==> src/rtl/mem_arbiter_2p_pkg.sv <==
// Shared types and constants for the two-port memory arbiter.
// Round-robin arbitration is selected with MEM_ARB_RR_EN (see rr_arbiter_2).
package mem_arb_pkg;

  localparam int unsigned ADDR_W  = 16;
  localparam int unsigned DATA_W  = 8;
  localparam int unsigned NUM_REQ = 2;
  localparam int unsigned CS_W    = 4;
  // Holds read latencies 1..15.
  localparam int unsigned CNT_W   = 4;

  typedef enum logic [1:0] {
    StIdle,
    StIssue,
    StWait,
    StResp
  } arb_state_t;

endpackage

==> src/rtl/mem_arbiter_2p_if.sv <==
// Requester and memory-system signals of the two-port arbiter, bundled as one interface.
// slave: arbiter side; master: requesters plus memory system.
interface mem_arbiter_2p_if;
  import mem_arb_pkg::*;

  logic              req0_valid;
  logic              req0_we;
  logic [ADDR_W-1:0] req0_addr;
  logic [DATA_W-1:0] req0_din;
  logic              req0_ready;
  logic              rsp0_valid;
  logic [DATA_W-1:0] rsp0_data;
  logic              rsp0_err;

  logic              req1_valid;
  logic              req1_we;
  logic [ADDR_W-1:0] req1_addr;
  logic [DATA_W-1:0] req1_din;
  logic              req1_ready;
  logic              rsp1_valid;
  logic [DATA_W-1:0] rsp1_data;
  logic              rsp1_err;

  logic              mem_we;
  logic [ADDR_W-1:0] mem_addr;
  logic [DATA_W-1:0] mem_din;
  logic [DATA_W-1:0] mem_dout;
  logic [CS_W-1:0]   mem_cs;

  modport slave (
    input  req0_valid, req0_we, req0_addr, req0_din,
    input  req1_valid, req1_we, req1_addr, req1_din,
    output req0_ready, rsp0_valid, rsp0_data, rsp0_err,
    output req1_ready, rsp1_valid, rsp1_data, rsp1_err,
    output mem_we, mem_addr, mem_din,
    input  mem_dout, mem_cs
  );

  modport master (
    output req0_valid, req0_we, req0_addr, req0_din,
    output req1_valid, req1_we, req1_addr, req1_din,
    input  req0_ready, rsp0_valid, rsp0_data, rsp0_err,
    input  req1_ready, rsp1_valid, rsp1_data, rsp1_err,
    input  mem_we, mem_addr, mem_din,
    output mem_dout, mem_cs
  );

endinterface

==> src/rtl/rr_arbiter_2.sv <==
// Two-way grant logic. MEM_ARB_RR_EN defined: round-robin on the last granted port;
// undefined: fixed priority with port 0 winning every tie.
module rr_arbiter_2
  import mem_arb_pkg::*;
(
`ifdef MEM_ARB_RR_EN
  input  logic               clk,
  input  logic               rst,
`endif
  input  logic               en_i,
  input  logic [NUM_REQ-1:0] valid_i,
  output logic [NUM_REQ-1:0] grant_o
);

`ifdef MEM_ARB_RR_EN
  logic last_q, last_d;

  always_comb begin
    grant_o = '0;
    if (en_i) begin
      if (&valid_i) begin
        grant_o = last_q ? 2'b01 : 2'b10;
      end else begin
        grant_o = valid_i;
      end
    end
  end

  // A grant is always accepted, so the pointer follows the grant itself.
  always_comb begin
    last_d = last_q;
    if (|grant_o) begin
      last_d = grant_o[1];
    end
  end

  always_ff @(posedge clk) begin
    if (rst) begin
      last_q <= 1'b1;
    end else begin
      last_q <= last_d;
    end
  end
`else
  always_comb begin
    grant_o = '0;
    if (en_i) begin
      grant_o[0] = valid_i[0];
      grant_o[1] = valid_i[1] & ~valid_i[0];
    end
  end
`endif

endmodule

==> src/rtl/mem_arbiter_2p.sv <==
// Serialises two valid/ready requesters onto the four-bank memory system, one access at a time.
// Arbitration mode follows MEM_ARB_RR_EN (round-robin when defined, fixed priority otherwise).
module mem_arbiter_2p
  import mem_arb_pkg::*;
#(
  parameter int unsigned RD_LAT = 2
) (
  input  logic            clk,
  input  logic            rst,
  mem_arbiter_2p_if.slave bus
);

  arb_state_t         state_q, state_d;
  logic               owner_q, owner_d;
  logic               mem_we_q, mem_we_d;
  logic [ADDR_W-1:0]  mem_addr_q, mem_addr_d;
  logic [DATA_W-1:0]  mem_din_q, mem_din_d;
  logic [CNT_W-1:0]   cnt_q, cnt_d;
  logic               err_q, err_d;
  logic [DATA_W-1:0]  rsp_data_q, rsp_data_d;
  logic [NUM_REQ-1:0] rsp_valid_q, rsp_valid_d;
  logic [NUM_REQ-1:0] rsp_err_q, rsp_err_d;

  logic [NUM_REQ-1:0] req_valid;
  logic [NUM_REQ-1:0] grant;
  logic               arb_en;
  logic               accept;
  logic               cs_miss;
  logic               sel_we;
  logic [ADDR_W-1:0]  sel_addr;
  logic [DATA_W-1:0]  sel_din;

  assign req_valid = {bus.req1_valid, bus.req0_valid};
  assign arb_en    = (state_q == StIdle);

  rr_arbiter_2 u_rr (
`ifdef MEM_ARB_RR_EN
    .clk     (clk),
    .rst     (rst),
`endif
    .en_i    (arb_en),
    .valid_i (req_valid),
    .grant_o (grant)
  );

  assign accept   = |grant;
  assign sel_we   = grant[1] ? bus.req1_we   : bus.req0_we;
  assign sel_addr = grant[1] ? bus.req1_addr : bus.req0_addr;
  assign sel_din  = grant[1] ? bus.req1_din  : bus.req0_din;
  assign cs_miss  = (bus.mem_cs == '0);

  always_comb begin
    state_d     = state_q;
    owner_d     = owner_q;
    mem_we_d    = 1'b0;
    mem_addr_d  = mem_addr_q;
    mem_din_d   = mem_din_q;
    cnt_d       = cnt_q;
    err_d       = err_q;
    rsp_data_d  = rsp_data_q;
    rsp_valid_d = '0;
    rsp_err_d   = '0;

    case (state_q)
      StIdle: begin
        if (accept) begin
          owner_d    = grant[1];
          mem_we_d   = sel_we;
          mem_addr_d = sel_addr;
          mem_din_d  = sel_din;
          state_d    = StIssue;
        end
      end
      StIssue: begin
        err_d = cs_miss;
        if (mem_we_q) begin
          // Write completes here; its response carries zero data.
          rsp_data_d           = '0;
          rsp_valid_d[owner_q] = 1'b1;
          rsp_err_d[owner_q]   = cs_miss;
          state_d              = StResp;
        end else begin
          cnt_d   = CNT_W'(RD_LAT);
          state_d = StWait;
        end
      end
      StWait: begin
        if (cnt_q == CNT_W'(1)) begin
          rsp_data_d           = bus.mem_dout;
          rsp_valid_d[owner_q] = 1'b1;
          rsp_err_d[owner_q]   = err_q;
          state_d              = StResp;
        end else begin
          cnt_d = cnt_q - CNT_W'(1);
        end
      end
      StResp: begin
        state_d = StIdle;
      end
      default: begin
        state_d = StIdle;
      end
    endcase
  end

  always_ff @(posedge clk) begin
    if (rst) begin
      state_q     <= StIdle;
      owner_q     <= 1'b0;
      mem_we_q    <= 1'b0;
      mem_addr_q  <= '0;
      mem_din_q   <= '0;
      cnt_q       <= '0;
      err_q       <= 1'b0;
      rsp_data_q  <= '0;
      rsp_valid_q <= '0;
      rsp_err_q   <= '0;
    end else begin
      state_q     <= state_d;
      owner_q     <= owner_d;
      mem_we_q    <= mem_we_d;
      mem_addr_q  <= mem_addr_d;
      mem_din_q   <= mem_din_d;
      cnt_q       <= cnt_d;
      err_q       <= err_d;
      rsp_data_q  <= rsp_data_d;
      rsp_valid_q <= rsp_valid_d;
      rsp_err_q   <= rsp_err_d;
    end
  end

  assign bus.req0_ready = grant[0];
  assign bus.req1_ready = grant[1];
  assign bus.rsp0_valid = rsp_valid_q[0];
  assign bus.rsp1_valid = rsp_valid_q[1];
  assign bus.rsp0_err   = rsp_err_q[0];
  assign bus.rsp1_err   = rsp_err_q[1];
  assign bus.rsp0_data  = rsp_data_q;
  assign bus.rsp1_data  = rsp_data_q;
  assign bus.mem_we     = mem_we_q;
  assign bus.mem_addr   = mem_addr_q;
  assign bus.mem_din    = mem_din_q;

endmodule

==> src/flat_wrapper.sv <==
// flat-port wrapper written by rule: the top's interface ports become plain ports
module mem_arbiter_2p_flat import mem_arb_pkg::*;
#(
  parameter int unsigned RD_LAT = 2
)
  (clk, rst, bus_req0_valid, bus_req0_we, bus_req0_addr, bus_req0_din, bus_req1_valid, bus_req1_we, bus_req1_addr, bus_req1_din, bus_req0_ready, bus_rsp0_valid, bus_rsp0_data, bus_rsp0_err, bus_req1_ready, bus_rsp1_valid, bus_rsp1_data, bus_rsp1_err, bus_mem_we, bus_mem_addr, bus_mem_din, bus_mem_dout, bus_mem_cs);
  mem_arbiter_2p_if bus_i ();
  input  logic clk;
  input  logic rst;
  input wire logic [$bits(bus_i.req0_valid)-1:0] bus_req0_valid;
  input wire logic [$bits(bus_i.req0_we)-1:0] bus_req0_we;
  input wire logic [$bits(bus_i.req0_addr)-1:0] bus_req0_addr;
  input wire logic [$bits(bus_i.req0_din)-1:0] bus_req0_din;
  input wire logic [$bits(bus_i.req1_valid)-1:0] bus_req1_valid;
  input wire logic [$bits(bus_i.req1_we)-1:0] bus_req1_we;
  input wire logic [$bits(bus_i.req1_addr)-1:0] bus_req1_addr;
  input wire logic [$bits(bus_i.req1_din)-1:0] bus_req1_din;
  output wire logic [$bits(bus_i.req0_ready)-1:0] bus_req0_ready;
  output wire logic [$bits(bus_i.rsp0_valid)-1:0] bus_rsp0_valid;
  output wire logic [$bits(bus_i.rsp0_data)-1:0] bus_rsp0_data;
  output wire logic [$bits(bus_i.rsp0_err)-1:0] bus_rsp0_err;
  output wire logic [$bits(bus_i.req1_ready)-1:0] bus_req1_ready;
  output wire logic [$bits(bus_i.rsp1_valid)-1:0] bus_rsp1_valid;
  output wire logic [$bits(bus_i.rsp1_data)-1:0] bus_rsp1_data;
  output wire logic [$bits(bus_i.rsp1_err)-1:0] bus_rsp1_err;
  output wire logic [$bits(bus_i.mem_we)-1:0] bus_mem_we;
  output wire logic [$bits(bus_i.mem_addr)-1:0] bus_mem_addr;
  output wire logic [$bits(bus_i.mem_din)-1:0] bus_mem_din;
  input wire logic [$bits(bus_i.mem_dout)-1:0] bus_mem_dout;
  input wire logic [$bits(bus_i.mem_cs)-1:0] bus_mem_cs;
  assign bus_i.req0_valid = bus_req0_valid;
  assign bus_i.req0_we = bus_req0_we;
  assign bus_i.req0_addr = bus_req0_addr;
  assign bus_i.req0_din = bus_req0_din;
  assign bus_i.req1_valid = bus_req1_valid;
  assign bus_i.req1_we = bus_req1_we;
  assign bus_i.req1_addr = bus_req1_addr;
  assign bus_i.req1_din = bus_req1_din;
  assign bus_req0_ready = bus_i.req0_ready;
  assign bus_rsp0_valid = bus_i.rsp0_valid;
  assign bus_rsp0_data = bus_i.rsp0_data;
  assign bus_rsp0_err = bus_i.rsp0_err;
  assign bus_req1_ready = bus_i.req1_ready;
  assign bus_rsp1_valid = bus_i.rsp1_valid;
  assign bus_rsp1_data = bus_i.rsp1_data;
  assign bus_rsp1_err = bus_i.rsp1_err;
  assign bus_mem_we = bus_i.mem_we;
  assign bus_mem_addr = bus_i.mem_addr;
  assign bus_mem_din = bus_i.mem_din;
  assign bus_i.mem_dout = bus_mem_dout;
  assign bus_i.mem_cs = bus_mem_cs;
  mem_arbiter_2p #(.RD_LAT(RD_LAT)) u_core (.clk(clk), .rst(rst), .bus(bus_i));
endmodule
==> config.mk <==
export PLATFORM = sky130hd
export DESIGN_NAME = mem_arbiter_2p_flat
export DESIGN_NICKNAME = d
export VERILOG_FILES = /design/src/rtl/mem_arbiter_2p_pkg.sv /design/src/rtl/mem_arbiter_2p_if.sv /design/src/rtl/rr_arbiter_2.sv /design/src/rtl/mem_arbiter_2p.sv /design/src/flat_wrapper.sv
export SDC_FILE = /design/constraint.sdc
export NUM_CORES = 1
export LEC_CHECK = 0
export CAP_MARGIN = 5
export CORE_UTILIZATION = 42
export CTS_CLUSTER_SIZE = 30
export DETAILED_ROUTE_END_ITERATION = 12
export GPL_TIMING_DRIVEN = 0
export PLACE_DENSITY = 0.86
export SLEW_MARGIN = 20
export SYNTH_ARGS = -nofsm -noshare
export SYNTH_HDL_FRONTEND = slang
export SYNTH_SLANG_ARGS = --single-unit
==> constraint.sdc <==
create_clock -name clk -period 4.9 [get_ports clk]
set_clock_uncertainty 0.2 [all_clocks]
set_input_delay 1.225 -clock clk [delete_from_list [all_inputs] [get_ports clk]]
set_output_delay 1.225 -clock clk [all_outputs]
set_load 0.005 [all_outputs]
==> impl_results.md <==
* Final Critical Period at roughly 4300 ps
* H-tree levels at 2
* Share of cells above drive strength 1 at around 7.8%
* Unrepaired setup endpoints after global routing: no
* Critical path's slowest cell: clkdlybuf4s50_1
* Yosys top cell by area: dfxtp_1
* FF-to-FF path depth at 6
* M2 GR Usage at a little over a third
* Largest net degree at the start of global routing at 13
* Global-route wire length before repair at ~8.4 mm
* CP arrival at 2850 ps
* Util after Layout at a little under three quarters
* Die width at approximately 72 um
* Leakage power at 1.337 nW
* Hold Crit Class: reg -> reg
* Comb pwr share at 41.3%
* Nets@finish at approximately 400
* CP dominant cell by count: clkdlybuf4s50_1
* Maximum clock path buffer count at 2
* Pre-CTS WS at approximately 610 ps
* Post-Synthesis Cells at ~200
* Root Buffer: clkbuf_8
* Mean number of vias per cell at between 5 and 6
* Hold path depth at 1
* I/O pin total at about 110
* Slew HR at approximately 69%
* Commonest non-fill, non-tap cell in the layout: clkdlybuf4s50_1
* Core region area at around 0.0047 mm^2
* Commonest cells after routing, fill and taps aside: clkdlybuf4s50_1, dfxtp_1, mux2i_1
* Register-to-register setup slack at between 2000 and 3000 ps
* Final setup fails at 0
* Dpl hpwl at approximately 4 mm
* Psw at roughly 0.4 mW
* Synth Register Bits at 45
* First-pass iteration count of the detailed router at 4
* Die area at between 0.005 and 0.006 mm^2
* DRC violations left at 0
* Power Density at between 300 and 400 mW/mm^2
* Worst VDD drop at roughly 220 uV
* Starting density of the core at a little over two fifths
* Yosys top cell area share at between 40% and 50%
* Post-CTS sizing at 0
* Sequential share of power at between 40% and 50%
* Post-synthesis cell area at around 0.0021 mm^2
* RR Endpoint: u_core.bus.mem_din[1]
* TNS Setup at 0 ps
* Max stage delay on crit path at 510 ps
* Part of the cycle the worst path needs at 87.19%
* Synthesized Nets at ~270
* GRT Total Usage at between 20% and 30%
* Hold_sp: u_core.bus.mem_addr[13]
* Final Hold Vio Count at 0
* Cell Chain, Critical Path: clkdlybuf4s50_1, nand3b_1, buf_2, buf_4, inv_1, clkdlybuf4s50_1
* I/O Buffers at between 100 and 150
* Busiest grt layer: met2
* Final worst slack at between 600 and 700 ps
* Register area share after synthesis at 43.53%
* Netlist cell types at 38
* Crit Path Category: in -> out
* Clk slew on worst S/H paths at ~70 ps
* Cell family with most CP delay: buffers and inverters
* Fmax at roughly 230 MHz
* Final wirelength at about 5.3 mm
* Number of CTS-inserted buffers at 5
* Vias in the first global route at about 1,900
* Worst R2R Start: u_core.state_q[0]
* Switching Fraction at between 30% and 40%
* DR iter-0 viols at 115
* Worst Hold End: u_core.bus.mem_addr[13]
* CTS tree: built
* GR Overflow Total at 0
* Worst EP required at between 3000 and 4000 ps
* Die H at 72.20 um
* Status: finished, final reports clean
* Antenna fix cells at 0
* Wirelength per Cell at 13.62 um
* Post-route cell area at around 0.0034 mm^2
* CP max FO at 10
* Area growth, synth to finish at 61.91%
* Main area contributors after synthesis: dfxtp_1, mux2i_1, o2bb2ai_1
* M3 GR Usage at around 7.9%
* Clock Latency Late Sink at 290 ps
* YS warnings at 0
* Hold_buf cts at 0
* CP endpoint kind: output pin
* CP bufs+invs at 5
* Final estimated routing congestion in global placement at around 0.75
* Cell Rows at 25
* P_int at roughly 0.84 mW
* Power Total at between 1 and 1.5 mW
* Startpoint types: input port
* Grt met1 use at between 20% and 30%
* Clock power frac at a little under a fifth
* Least-Margin Pin Slew at 462.8 ps
* Final Max Slew Viols at 0
* Vias at 1,973
* Clock sink count at 45
* Post-route ant nets at 0
* Max cap viols at 0
* Synthesized area per cell at a little over 10 um^2
* Setup Fix Bufs, Post-CTS at 0
* Placed Area at 0.003264 mm^2
* Initial antenna violation count at 0
-- Yosys cell counts --
library cell,instances
nand3_1,9
nor3b_1,1
a21bo_2,1
o31a_1,1
buf_2,5
o221a_1,1
and2_1,1
buf_1,1
a32oi_1,1
nand4bb_1,1
nand4_1,2
nor2_1,6
o2bb2ai_1,24
nand3b_1,2
nor4_1,2
o21a_1,1
a211oi_1,2
clkbuf_1,6
or3b_1,1
nand2_1,4
and4bb_2,1
buf_4,10
a22oi_4,1
a21oi_1,5
nor3_1,2
mux2i_1,27
a21boi_0,1
nand2b_1,2
inv_1,14
a211oi_2,1
nor2b_1,2
a31oi_1,1
ha_1,6
o21ai_0,2
a311oi_1,1
o32ai_1,8
a21o_1,1
dfxtp_1,45
-- registers in the layout (all words and copies together) (netlist names) --
register / cells
u_core.bus.mem_we: 1
u_core.bus.mem_din: 8
u_core.bus.rsp0_data: 8
u_core.err_q: 1
u_core.owner_q: 1
u_core.cnt_q: 4
u_core.bus.mem_addr: 16
u_core.state_q: 2
u_core.rsp_valid_q: 2
u_core.rsp_err_q: 2
-- worst max path at each step --
stage	from	cells after the start	endpoint	slack, ps
global route	bus_req0_valid	6	bus_req1_ready	560
detailed placement	bus_req0_valid	6	bus_req1_ready	610
CTS	bus_req0_valid	6	bus_req1_ready	610
global placement	bus_req0_valid	6	bus_req1_ready	630
finish	bus_req0_valid	6	bus_req1_ready	630
floorplan	bus_req0_valid	4	bus_req1_ready	1690
-- per-layer routing --
layer  wire [um]  part of all wire (%)
met1        2160                    41
met2        2566                    49
met3         477                   9.1
met4          66                   1.3
met5           0                     0
-- metrics by stage --
step	hold WS [ps]	std cells
floorplan	238.0	202
global placement	243.3	380
detailed placement	247.4	380
CTS	270.8	387
global route	283.2	387
finish	264.9	387
-- final cells by class --
| cell class | count | area (um^2) |
|---|---|---|
| tap | 67 | 83.83 |
| fill | 370 | 1373 |
| buffer | 22 | 126.4 |
| clock buffer | 7 | 86.33 |
| sequential | 45 | 900.9 |
| multi-input combinational | 121 | 989.7 |
| timing repair buffer | 111 | 1111 |
| inverter | 14 | 52.55 |
-- cells by family after synthesis --
| logic type | synth area share [%] |
|---|---|
| flops | 43.53 |
| mux | 13.06 |
| simple gates | 9.854 |
| buf+inv | 8.645 |
| compound gates | 21.28 |
| fa+ha+maj | 3.627 |
-- power by group through the flow --
stage	clock network, mW	logic, mW	registers, mW
floorplan	0	0.263	0.502
global placement	0	0.502	0.501
detailed placement	0	0.512	0.502
CTS	0.235	0.516	0.498
global route	0.249	0.558	0.509
finish	0.230	0.512	0.498
No activity file was read; power rests on OpenSTA's default activity.
